$ cat src/rtl/omsp_sm_id_manager.sv
// omsp_sm_id_manager: protected-module slot allocation, monotonic ID assignment, key-store scrub sequencing and current/previous ID tracking
module omsp_sm_id_manager #(
   parameter  int NB_SLOTS  = 4,
   parameter  int SLOT_W    = 2,
   parameter  int ID_W      = 16,
   parameter  int IRQ_BITS  = 4,
   parameter  int KEY_WORDS = 4,
   localparam int IDX_W     = $clog2(KEY_WORDS + 1)
) (
   input  logic                     mclk,
   input  logic                     puc_rst_n,
   input  logic                     req_valid,
   output logic                     req_ready,
   input  logic                     req_op,
   input  logic [SLOT_W-1:0]        req_slot,
   output logic                     rsp_valid,
   output logic                     rsp_ok,
   output logic [SLOT_W-1:0]        rsp_slot,
   output logic [ID_W-1:0]          rsp_id,
   output logic                     scrub_we,
   output logic [SLOT_W-1:0]        scrub_slot,
   output logic [IDX_W-1:0]         scrub_idx,
   output logic [NB_SLOTS-1:0]      slot_enabled,
   output logic [NB_SLOTS*ID_W-1:0] slot_id_flat,
   input  logic [NB_SLOTS-1:0]      slot_executing,
   input  logic                     handling_irq,
   input  logic [IRQ_BITS-1:0]      irq_num,
   output logic [ID_W-1:0]          current_id,
   output logic [ID_W-1:0]          prev_id,
   output logic                     id_exhausted,
   output logic                     violation
);

   localparam int                ID_MAX_I = (1 << ID_W) - (1 << IRQ_BITS) - 1;
   localparam logic [ID_W-1:0]   ID_MAX   = ID_MAX_I[ID_W-1:0];
   localparam logic [ID_W-1:0]   IRQ_BASE = ID_MAX + ID_W'(1);
   localparam logic [IDX_W-1:0]  LAST_IDX = IDX_W'(KEY_WORDS - 1);
   localparam logic [IDX_W-1:0]  DONE_IDX = IDX_W'(KEY_WORDS);

   typedef enum logic {IDLE, SCRUB} state_t;

   state_t              state, state_nxt;
   logic [IDX_W-1:0]    cnt;
   logic [SLOT_W-1:0]   sc_slot;
   logic [ID_W-1:0]     slot_id [NB_SLOTS];
   logic [ID_W-1:0]     next_id;
   logic [ID_W-1:0]     cur_q;
   logic [ID_W-1:0]     sel_id;
   logic [SLOT_W-1:0]   free_slot;
   logic                has_free;
   logic                acc;
   logic                free_en;
   logic                one_live;
   logic                exec_conflict;
   logic [NB_SLOTS-1:0] exec_live;

   assign acc           = req_valid & req_ready;
   assign free_en       = (int'(req_slot) < NB_SLOTS) && slot_enabled[req_slot];
   assign exec_live     = slot_executing & slot_enabled;
   assign one_live      = (exec_live != '0) && ((exec_live & (exec_live - NB_SLOTS'(1))) == '0);
   assign exec_conflict = ((slot_executing & (slot_executing - NB_SLOTS'(1))) != '0) |
                          (|(slot_executing & ~slot_enabled));
   assign current_id    = handling_irq ? IRQ_BASE + ID_W'(irq_num) : (one_live ? sel_id : '0);
   assign violation     = exec_conflict | id_exhausted;

   // Lowest-index slot that is neither live nor dying
   always_comb begin
      has_free  = 1'b0;
      free_slot = '0;
      for (int i = NB_SLOTS - 1; i >= 0; i--)
         if (!slot_enabled[i]) begin
            has_free  = 1'b1;
            free_slot = SLOT_W'(i);
         end
   end

   // ID of the single live executing slot, plus the flattened per-slot ID view
   always_comb begin
      sel_id       = '0;
      slot_id_flat = '0;
      for (int i = 0; i < NB_SLOTS; i++) begin
         if (exec_live[i]) sel_id = sel_id | slot_id[i];
         slot_id_flat[i*ID_W +: ID_W] = slot_id[i];
      end
   end

   // FSM state register
   always_ff @(posedge mclk or negedge puc_rst_n)
      if (!puc_rst_n) state <= IDLE;
      else            state <= state_nxt;

   // FSM next state: enter SCRUB on a free of a live slot, leave after the completion cycle
   always_comb begin
      state_nxt = state;
      if (state == IDLE && acc && req_op && free_en) state_nxt = SCRUB;
      else if (state == SCRUB && cnt == DONE_IDX)    state_nxt = IDLE;
   end

   // FSM outputs: handshake ready and key-store zero-write strobe
   always_comb begin
      req_ready  = (state == IDLE);
      scrub_we   = (state == SCRUB) && (cnt < DONE_IDX);
      scrub_slot = scrub_we ? sc_slot : '0;
      scrub_idx  = scrub_we ? cnt : '0;
   end

   // Slot table, ID counter, response pulse and previous-ID tracking
   always_ff @(posedge mclk or negedge puc_rst_n)
      if (!puc_rst_n) begin
         slot_enabled <= '0;
         for (int i = 0; i < NB_SLOTS; i++) slot_id[i] <= '0;
         next_id      <= ID_W'(1);
         id_exhausted <= 1'b0;
         rsp_valid    <= 1'b0;
         rsp_ok       <= 1'b0;
         rsp_slot     <= '0;
         rsp_id       <= '0;
         sc_slot      <= '0;
         cnt          <= '0;
         cur_q        <= '0;
         prev_id      <= '0;
      end else begin
         rsp_valid <= 1'b0;
         rsp_ok    <= 1'b0;
         rsp_slot  <= '0;
         rsp_id    <= '0;
         cur_q     <= current_id;
         if (current_id != cur_q) prev_id <= cur_q;
         if (acc && !req_op) begin
            rsp_valid <= 1'b1;
            if (next_id > ID_MAX) id_exhausted <= 1'b1;
            if (has_free && next_id <= ID_MAX) begin
               rsp_ok                  <= 1'b1;
               rsp_slot                <= free_slot;
               rsp_id                  <= next_id;
               slot_enabled[free_slot] <= 1'b1;
               slot_id[free_slot]      <= next_id;
               next_id                 <= next_id + ID_W'(1);
            end
         end
         if (acc && req_op) begin
            if (free_en) begin
               sc_slot <= req_slot;
               cnt     <= '0;
            end else begin
               rsp_valid <= 1'b1;
               rsp_slot  <= req_slot;
            end
         end
         if (state == SCRUB && cnt != DONE_IDX) begin
            cnt <= cnt + IDX_W'(1);
            if (cnt == LAST_IDX) begin
               rsp_valid             <= 1'b1;
               rsp_ok                <= 1'b1;
               rsp_slot              <= sc_slot;
               rsp_id                <= slot_id[sc_slot];
               slot_enabled[sc_slot] <= 1'b0;
               slot_id[sc_slot]      <= '0;
            end
         end
      end

endmodule

$ cat config.mk
export PLATFORM = sky130hd
export DESIGN_NAME = omsp_sm_id_manager
export DESIGN_NICKNAME = d
export VERILOG_FILES = /design/src/rtl/omsp_sm_id_manager.sv
export SDC_FILE = /design/constraint.sdc
export NUM_CORES = 1
export LEC_CHECK = 0
export CORE_MARGIN = 2
export CORE_UTILIZATION = 45
export DETAILED_ROUTE_END_ITERATION = 16
export PLACE_DENSITY = 0.71
export SYNTH_ARGS = -nofsm -noshare
export SYNTH_HDL_FRONTEND = slang
export SYNTH_SLANG_ARGS = --single-unit
export TNS_END_PERCENT = 100
$ cat constraint.sdc
create_clock -name mclk -period 4.6 [get_ports mclk]
set_clock_uncertainty 0.1 [all_clocks]
set_input_delay 1.15 -clock mclk [delete_from_list [all_inputs] [get_ports mclk]]
set_output_delay 1.15 -clock mclk [all_outputs]
set_load 0.05 [all_outputs]
==> metrics, run 1 <==
result of the run finished, final reports clean; cell type with the highest aggregate area in the netlist dfrtp_1; die boundary width 130 um; Antenna Diode Count 0; Inst Count DP about 970; total of fill cells in the finished design 1265; remaining antenna violation count after routing 0; number of placed I/O pins between 100 and 150; power density cells 517 mW/mm^2; clock network latency to the later pin of the worst-skew pair 0.43 ns; iteration count of the initial detailed-routing pass 5; top area cells in the synthesized netlist dfrtp_1 (50%), mux2i_1 (9.3%), mux4_2 (5.4%); Net Switching 1.98 mW; total clock buffers created by CTS 17; count of endpoints failing setup in the final report 0; clk root buf clkbuf_16; via count of the first global-routing pass 5774; total via count in the routed design 5770; layout cells sized above 1 0.152; All-Layer GR Usage 0.258; Yosys reg bits ~140; # DRC 0; share of total power in combinational logic 0.380; commonest non-fill, non-tap cell in the layout dfrtp_1; CP Data Arrival Time between 3 and 4 ns; clock tree from TritonCTS yes; number of port buffers 142; Clock transition at path regs around 0.05 ns; Achievable Freq 224 MHz; synthesized area per cell 11.1 um^2; initial antenna violation count 0; Mapped Nets 663; Worst path max stage delay 0.55 ns; primary flip-flop cell chosen by synthesis mapping dfrtp_1; Critical Path Source Type primary input; Die Y-Extent 130 um; area taken by flip-flops and latches 0.00358 mm^2; combined area of the multi-input logic cells 0.00329 mm^2; Int Power slightly below 3 mW; switching portion of total power 0.401; CTS sink count approximately 140; area grow syn2layout 33.7%; critical path capture point type output pin; worst slew pin tran roughly 1.1 ns; total number of nets in the final design about 800; post-CTS setup repair buffer count 0; class of the tightest hold or removal check register to register; post-synth top area share 0.498; share of the yosys chip area belonging to registers 0.501; post-detailed-route via-to-cell ratio 5.74; worst setup slack for register-to-register paths 1.19 ns; final-report hold violation count 0; async set or reset register ratio after synthesis 1.00; global-route wire length before repair 32900 um; effective utilization at floorplan 0.454; sequential share of power 0.343; area of the mapped netlist 0.00714 mm^2; number of instances in the synthesized netlist 644; DRC violation total after the first TritonRoute iteration roughly 430; die area approximately 0.017 mm^2; worst slew margin relative to its limit 0.274; number of max-cap violations 0; Yosys warning total 0; worst-path fanout max 7; htree depth 4; Final Max Tran Viols 0; worst setup path class primary input to output pin; unrepaired setup endpoints after global routing false; Setup Total Neg Slack 0 ns; final wirelength 21100 um; worst voltage drop across the vdd grid 0.655 mV; Leak 4.14 nW; Clock Path Buffers 2; total of hold buffers inserted after clock tree synthesis 0; part of the total power dissipated in the clock network 0.277; number of placement rows 46; slowest library cell on the worst path clkdlybuf4s50_1; WL per Instance approximately 21 um; area of the core region 0.0157 mm^2; crit path time final 4.46 ns; highest-count cells in the layout ignoring fill and taps dfrtp_1 (142), clkdlybuf4s50_1 (124), nor2_1 (81), mux2i_1 (66), nand2_1 (53); count of different cell masters after synthesis 58; GPL Wtd Cong 0.868; Detailed Place HPWL 14400 um; count of flip-flops with a built-in enable after synthesis 0; Worst EP required 3.35 ns; largest net degree at the start of global routing just over 100; final cycle utilization of the critical path 0.969; global-route congestion overflow total 0; Post-Layout Cell Count 1005; worst path cell trace clkdlybuf4s50_1, and2_1, xnor2_2, o211a_1, a21oi_1, or2_2, buf_12
[worst max-delay path, delay by kind of cell]
family,cells,cell delay [ns]
buf+inv,2,0.71
simple gates,2,0.62
compound gates,2,0.45
xor+xnor,1,0.26
[per-layer routing]
metal / routed length, um / vias up / track usage
li1: - / 2568 / -
met1: 9390 / 2904 / 0.366
met2: 9650 / 268 / 0.392
met3: 1720 / 30 / 0.0599
met4: 352 / 0 / 0.0886
met5: 0 / - / 0
[cells in the mapped netlist, types with 10 or more instances]
library cell  number
a21oi_1           13
a22o_1            21
a22oi_1           26
buf_2             13
clkbuf_1          27
dfrtp_1          142
inv_1             14
mux2_4            10
mux2i_1           66
mux4_2            17
nand2_1           53
nand3_1           19
nand4_1           11
nor2_1            84
nor3_1            10
o21ai_0           11
xnor2_1           12
[through the flow]
step                      cell area (um^2)  power [mW]  worst slack [ns]  hold WS [ns]   util
after global routing                  9540        5.13           0.00602         0.398  0.607
after CTS                             9540        4.95             0.163         0.388  0.607
after floorplan                       7140        2.89             0.333         0.393      -
after global placement                8960        3.54             0.172         0.368  0.571
after detailed placement              8960        3.57            0.0740         0.370  0.571
final                                 9540        4.94             0.145         0.384  0.607
[sequential cells by signal (all words and copies together) (netlist names), 3 cells and up]
| signal | cells |
|---|---|
| slot_id_flat | 64 |
| cnt | 3 |
| next_id | 16 |
| slot_enabled | 4 |
| rsp_id | 16 |
| cur_q | 16 |
| prev_id | 16 |
[path summary, 6_finish.rpt]
kind | from | end | depth (start not counted)
worst min-delay path | prev_id[4] | prev_id[4] | 1
worst min register to register | prev_id[4] | prev_id[4] | 1
min in group asynchronous | puc_rst_n | prev_id[1] | 1
max in group asynchronous | puc_rst_n | next_id[0] | 2
worst max-delay path | slot_executing[3] | current_id[5] | 7
worst max register to register | slot_enabled[3] | prev_id[4] | 8
[repair_timing]
item	CTS	global route
setup endpoints to repair	0	1
gates resized for setup	0	1
endpoints found under the hold margin	0	0
[cell type report]
class / instances / area share
multi-input combinational: 434 / 0.345
tap: 216 / 0.0283
sequential: 143 / 0.375
clock buffer: 26 / 0.0523
timing repair buffer: 166 / 0.186
clock inverter: 6 / 0.00839
inverter: 14 / 0.00551
[power groups by stage]
stage	clock (mW)	combinational [mW]	sequential, mW
floorplan	0	0.921	1.97
global placement	0	1.84	1.70
detailed placement	0	1.87	1.70
CTS	1.39	1.88	1.69
global route	1.44	1.97	1.72
finish	1.37	1.88	1.69
[kinds of logic after synthesis]
family	synth area share
compound gates	0.102
xor+xnor	0.0256
fa+ha+maj	0.00701
buf+inv	0.0417
flops	0.501
mux	0.181
other cells	0.000525
simple gates	0.141
Power figures use the tool's default switching activity.
==> run 2, diff against run 1 <==
- CORE_UTILIZATION: 45 -> 55
- PLACE_DENSITY: 0.71 -> 0.85
==> run 2 against run 1 <==
Against the previous run:
- first-iteration DRC count increased by 58%
- sequential cell count unchanged
- via count increased by 4.8%
- routed wire length increased by 1.8%
- die area decreased by 18%
- register-to-register slack got worse by 0.02 ns
- critical path depth decreased by 1
- count of clock-buffer cells in the layout decreased by 5
- highest routed layer unchanged
- clock power increased by 4%
- utilization increased by 14 points
- combinational power about the same
- largest cell class unchanged
==> metrics, run 2 (same netlist as run 1, synthesis figures left out) <==
result of the run finished, final reports clean; die area 0.0139 mm^2 (-18%); total of hold buffers inserted after clock tree synthesis 0 (unchanged); Achievable Freq 219 MHz (-2.6%); WL per Instance 22.5 um (+7.0%); via count of the first global-routing pass 6252 (+8.3%); effective utilization at floorplan 0.564 (+0.109); number of placement rows 41 (-11%); total number of nets in the final design 790 (-0.63%); Total Power 4.99 mW (+1.2%); All-Layer GR Usage 0.318 (+0.0601); CTS sink count 143 (unchanged); Antenna Diode Count 0 (unchanged); critical path capture point type output pin; count of endpoints failing setup in the final report 0 (unchanged); largest net degree at the start of global routing 97 (-4.0%); number of port buffers 142 (unchanged); Clock Path Buffers 2 (unchanged); area of the core region 0.0127 mm^2 (-19%); area grow syn2layout 32.8%; met2 routing resource usage after global routing 0.515 (+0.122); Inst Count DP 924 (-5.0%); total clock buffers created by CTS 17 (unchanged); GPL Wtd Cong 0.867 (-0.12%); busiest grt layer met2; Worst EP required 3.35 ns (about the same); total via count in the routed design 6045 (+4.8%); Fin Hold WS 0.390 ns (+0.00586 ns); global routing met1 resource utilization 0.391 (+0.0250); final cycle utilization of the critical path 0.995 (+0.0260); iteration count of the initial detailed-routing pass 5 (unchanged); CP Data Arrival Time 3.32 ns (+0.11 ns); DRC violation total after the first TritonRoute iteration 673 (+58%); commonest non-fill, non-tap cell in the layout dfrtp_1; power density cells 527 mW/mm^2 (+1.8%); Leak 4.12 nW (-0.50%); clock tree from TritonCTS yes; class of the tightest hold or removal check register to register; layout cells sized above 1 0.153 (+0.000970); highest-count cells in the layout ignoring fill and taps dfrtp_1 (142), clkdlybuf4s50_1 (125), nor2_1 (81), mux2i_1 (66), nand2_1 (53); worst slew pin tran 1.13 ns (+0.0551 ns); Die Y-Extent 118 um (-9.3%); post-detailed-route via-to-cell ratio 6.32 (+10%); clk root buf clkbuf_16; final worst-path setup slack 0.0253 ns (-0.119 ns); unrepaired setup endpoints after global routing true; number of flip-flops in the largest register 64 (unchanged); final wirelength 21500 um (+1.8%); clock network latency to the later pin of the worst-skew pair 0.43 ns (about the same); # DRC 0 (unchanged); worst setup path class primary input to output pin; crit path time final 4.57 ns (+0.119 ns); Critical Path Source Type primary input; worst slew margin relative to its limit 0.237 (-0.0371); number of placed I/O pins 144 (unchanged); post-CTS setup repair buffer count 0 (unchanged); worst voltage drop across the vdd grid 0.446 mV (-32%); final-report hold violation count 0 (unchanged); htree depth 4 (unchanged); Setup Total Neg Slack 0 ns (unchanged); global-route congestion overflow total 0 (unchanged); worst-path fanout max 7 (unchanged); Post-Layout Cell Count 956 (-4.9%); Detailed Place HPWL 14100 um (-2.0%); initial antenna violation count 0 (unchanged); met3 routing resource usage after global routing 0.110 (+0.0501); total of fill cells in the finished design 828 (-35%); number of max-cap violations 0 (unchanged); Final Max Tran Viols 0 (unchanged); die boundary width 118 um (-9.3%); global-route wire length before repair 34200 um (+4.1%); remaining antenna violation count after routing 0 (unchanged); setup slack after placement 0.0484 ns (-0.0256 ns); Clock transition at path regs 0.06 ns (about the same)
[run 2: per-layer routing]
layer	wire length (um)	share of wire
met3	2380	0.11
met1	7970	0.37
met5	0	0
met4	544	0.025
met2	10600	0.49
[run 2: final cells by class]
| class | instances | area (um^2) | share of cell area |
|---|---|---|---|
| clock inverters | 11 | 138 | 0.0145 |
| clock buffers | 21 | 470 | 0.0496 |
| flip-flops and latches | 143 | 3580 | 0.378 |
| inverters | 14 | 52.6 | 0.00554 |
| well taps | 172 | 215 | 0.0227 |
| multi-input cells | 434 | 3300 | 0.348 |
| repair buffers | 161 | 1730 | 0.182 |
[run 2: worst max-delay path, cell delays in order]
cell and delay (ns):
clkdlybuf4s50_1 0.55, a22oi_1 0.38, nand3_1 0.24, o211a_1 0.33, o21ai_1 0.47, buf_12 0.20
[run 2: path summary, 6_finish.rpt]
| kind | startpoint | end | slack [ns] | cells after the start |
|---|---|---|---|---|
| max in group asynchronous | puc_rst_n | next_id[13] | 2.79 | 2 |
| min reg2reg | id_exhausted | id_exhausted | 0.39 | 1 |
| max reg2reg | slot_enabled[0] | prev_id[4] | 1.17 | 8 |
| min | id_exhausted | id_exhausted | 0.39 | 1 |
| max | slot_executing[0] | current_id[8] | 0.03 | 6 |
| min in group asynchronous | puc_rst_n | cur_q[2] | 0.72 | 1 |
[run 2: report_power, final]
group | switching [mW] | leakage, nW | internal [mW] | total, mW
Clock | 0.529 | 0.295 | 0.890 | 1.42
Combinational | 1.23 | 1.96 | 0.660 | 1.89
Sequential | 0.251 | 1.87 | 1.44 | 1.69
[run 2: what timing repair did]
action,4_1_cts,5_1_grt
setup endpoints to repair,1,8
endpoints found under the hold margin,0,0
gates cloned,0,0
pin swaps,0,1
gates resized for setup,1,2
[run 2: through the flow]
step | util | cell area [um^2]
2_1_floorplan | - | 7140
3_3_place_gp | 0.699 | 8860
3_5_place_dp | 0.699 | 8860
4_1_cts | 0.748 | 9470
5_1_grt | 0.748 | 9480
6_report | 0.748 | 9480
==> run 3, diff against run 2 <==
- GPL_ROUTABILITY_DRIVEN: not set -> 1
- MAX_ROUTING_LAYER: not set -> met4
==> run 3 against run 2 <==
Against the previous run:
- power increased by 4.5%
- critical path depth increased by 1
- sequential cell count unchanged
- critical path type unchanged
- hold slack lost 0.0011 ns
- largest cell class unchanged
- die area unchanged
- count of clock-buffer cells in the layout down 4
- via count increased by 1.5%
- worst setup slack improved by 0.064 ns
- cell count is 0.10% higher
- highest routed layer unchanged
- maximum frequency increased by 1.4%
==> metrics, run 3 (same netlist as run 1, synthesis figures left out) <==
result of the run finished, final reports clean; final cycle utilization of the critical path 0.981 (-0.0139); die area 0.0139 mm^2 (unchanged); worst slew margin relative to its limit 0.294 (+0.0569); category of cells accounting for the largest share of critical-path delay compound AO/OA/AOI/OAI gates; post-detailed-route via-to-cell ratio 6.41 (+1.4%); cell area after layout 0.00958 mm^2 (+1.0%); area of the core region 0.0127 mm^2 (unchanged); number of max-cap violations 0 (unchanged); Crit path buffers/inverters 2 (unchanged); worst path cell trace clkdlybuf4s50_1, a22oi_1, nand3_1, o211a_1, a21oi_2, or2_2, buf_12; Post-Layout Cell Count 957 (+0.10%); Post-Route Utilization 0.756 (+0.00760); power density cells 545 mW/mm^2 (+3.5%); WL per Instance 23.0 um (+2.4%); clock network latency to the later pin of the worst-skew pair 0.43 ns (about the same); worst reg2reg startpoint slot_enabled[3]; setup slack after placement 0.0326 ns (-0.0158 ns); count of endpoints failing setup in the final report 0 (unchanged); via count of the first global-routing pass 6315 (+1.0%); Worst Hold Launch id_exhausted; final-report hold violation count 0 (unchanged); commonest non-fill, non-tap cell in the layout dfrtp_1; initial antenna violation count 0 (unchanged); effective utilization at floorplan 0.564 (unchanged); placed inst area 0.00887 mm^2 (about the same); remaining antenna violation count after routing 0 (unchanged); total number of nets in the final design 791 (+0.13%); Worst path max stage delay 0.55 ns (about the same); slowest library cell on the worst path clkdlybuf4s50_1; Leak 4.16 nW (+1.0%); All-Layer GR Usage 0.337 (+0.0190); area grow syn2layout 34.1%; final worst-path setup slack 0.0893 ns (+0.0640 ns); Clock transition at path regs 0.06 ns (about the same); CP Data Arrival Time 3.26 ns (-0.06 ns); Total Power 5.22 mW (+4.5%); crit path time final 4.51 ns (-0.0640 ns); Setup Total Neg Slack 0 ns (unchanged); DRC violation total after the first TritonRoute iteration 813 (+21%); Critical Path Source Type primary input; Clock Path Buffers 2 (unchanged); highest-count cells in the layout ignoring fill and taps dfrtp_1 (142), clkdlybuf4s50_1 (125), nor2_1 (81), mux2i_1 (66), nand2_1 (53); critical path capture point type output pin; clock tree from TritonCTS yes; total of hold buffers inserted after clock tree synthesis 0 (unchanged); htree depth 4 (unchanged); number of placed I/O pins 144 (unchanged); Achievable Freq 222 MHz (+1.4%); worst voltage drop across the vdd grid 0.619 mV (+39%); CTS sink count 143 (unchanged); worst slew pin tran 1.05 ns (-0.0846 ns); number of placement rows 41 (unchanged); critical path startpoint slot_executing[0]; layout cells sized above 1 0.157 (+0.00363); iteration count of the initial detailed-routing pass 5 (unchanged); total via count in the routed design 6136 (+1.5%); total clock buffers created by CTS 17 (unchanged); # DRC 0 (unchanged); largest net degree at the start of global routing 107 (+10%); worst-path fanout max 7 (unchanged); global-route wire length before repair 35100 um (+2.7%); GPL Wtd Cong 0.888 (+2.4%); Detailed Place HPWL 14000 um (-0.56%); Final Max Tran Viols 0 (unchanged); class of the tightest hold or removal check register to register; post-CTS setup repair buffer count 0 (unchanged); Fin Hold WS 0.389 ns (-0.00112 ns); Worst EP required 3.35 ns (about the same); global-route congestion overflow total 0 (unchanged); Antenna Diode Count 0 (unchanged); unrepaired setup endpoints after global routing false; clk root buf clkbuf_16; worst setup path class primary input to output pin; final wirelength 22000 um (+2.5%); Die Y-Extent 118 um (unchanged); number of port buffers 142 (unchanged); die boundary width 118 um (unchanged); Inst Count DP 925 (+0.11%); number of flip-flops in the largest register 64 (unchanged)
## run 3: final timing paths
| path | endpoint | slack, ns | cells past startpoint |
|---|---|---|---|
| setup / recovery | current_id[5] | 0.09 | 7 |
| hold / removal | id_exhausted | 0.39 | 1 |
| setup reg to reg | prev_id[4] | 1.18 | 9 |
| hold reg to reg | id_exhausted | 0.39 | 1 |
| max in group asynchronous | rsp_id[13] | 2.78 | 2 |
| min in group asynchronous | prev_id[0] | 0.75 | 1 |
## run 3: per-layer routing
metal  share of wire  wire length, um  GRT usage  up-vias
met5               0                0          -        -
li1                -                -          -     2574
met4           0.032              698      0.130        0
met2            0.49            10700      0.531      437
met1            0.38             8360      0.416     3055
met3            0.10             2270     0.0935       70
## run 3: where the power goes
part	switching (mW)	total (mW)	internal [mW]
logic	1.23	1.90	0.666
registers	0.257	1.69	1.43
clock network	0.562	1.63	1.07
total	2.05	5.22	3.17
## run 3: cell type report
cell class | instances | area, um^2
clock buffer | 17 | 425
clock inverter | 15 | 265
fill | 825 | 3090
inverter | 14 | 52.6
multi-input combinational | 434 | 3310
sequential | 143 | 3580
tap | 172 | 215
timing repair buffer | 162 | 1730
## run 3: what timing repair did
action / in CTS / in global routing
pin swaps: 0 / 1
resized for setup: 1 / 4
endpoints found under the setup margin: 1 / 6
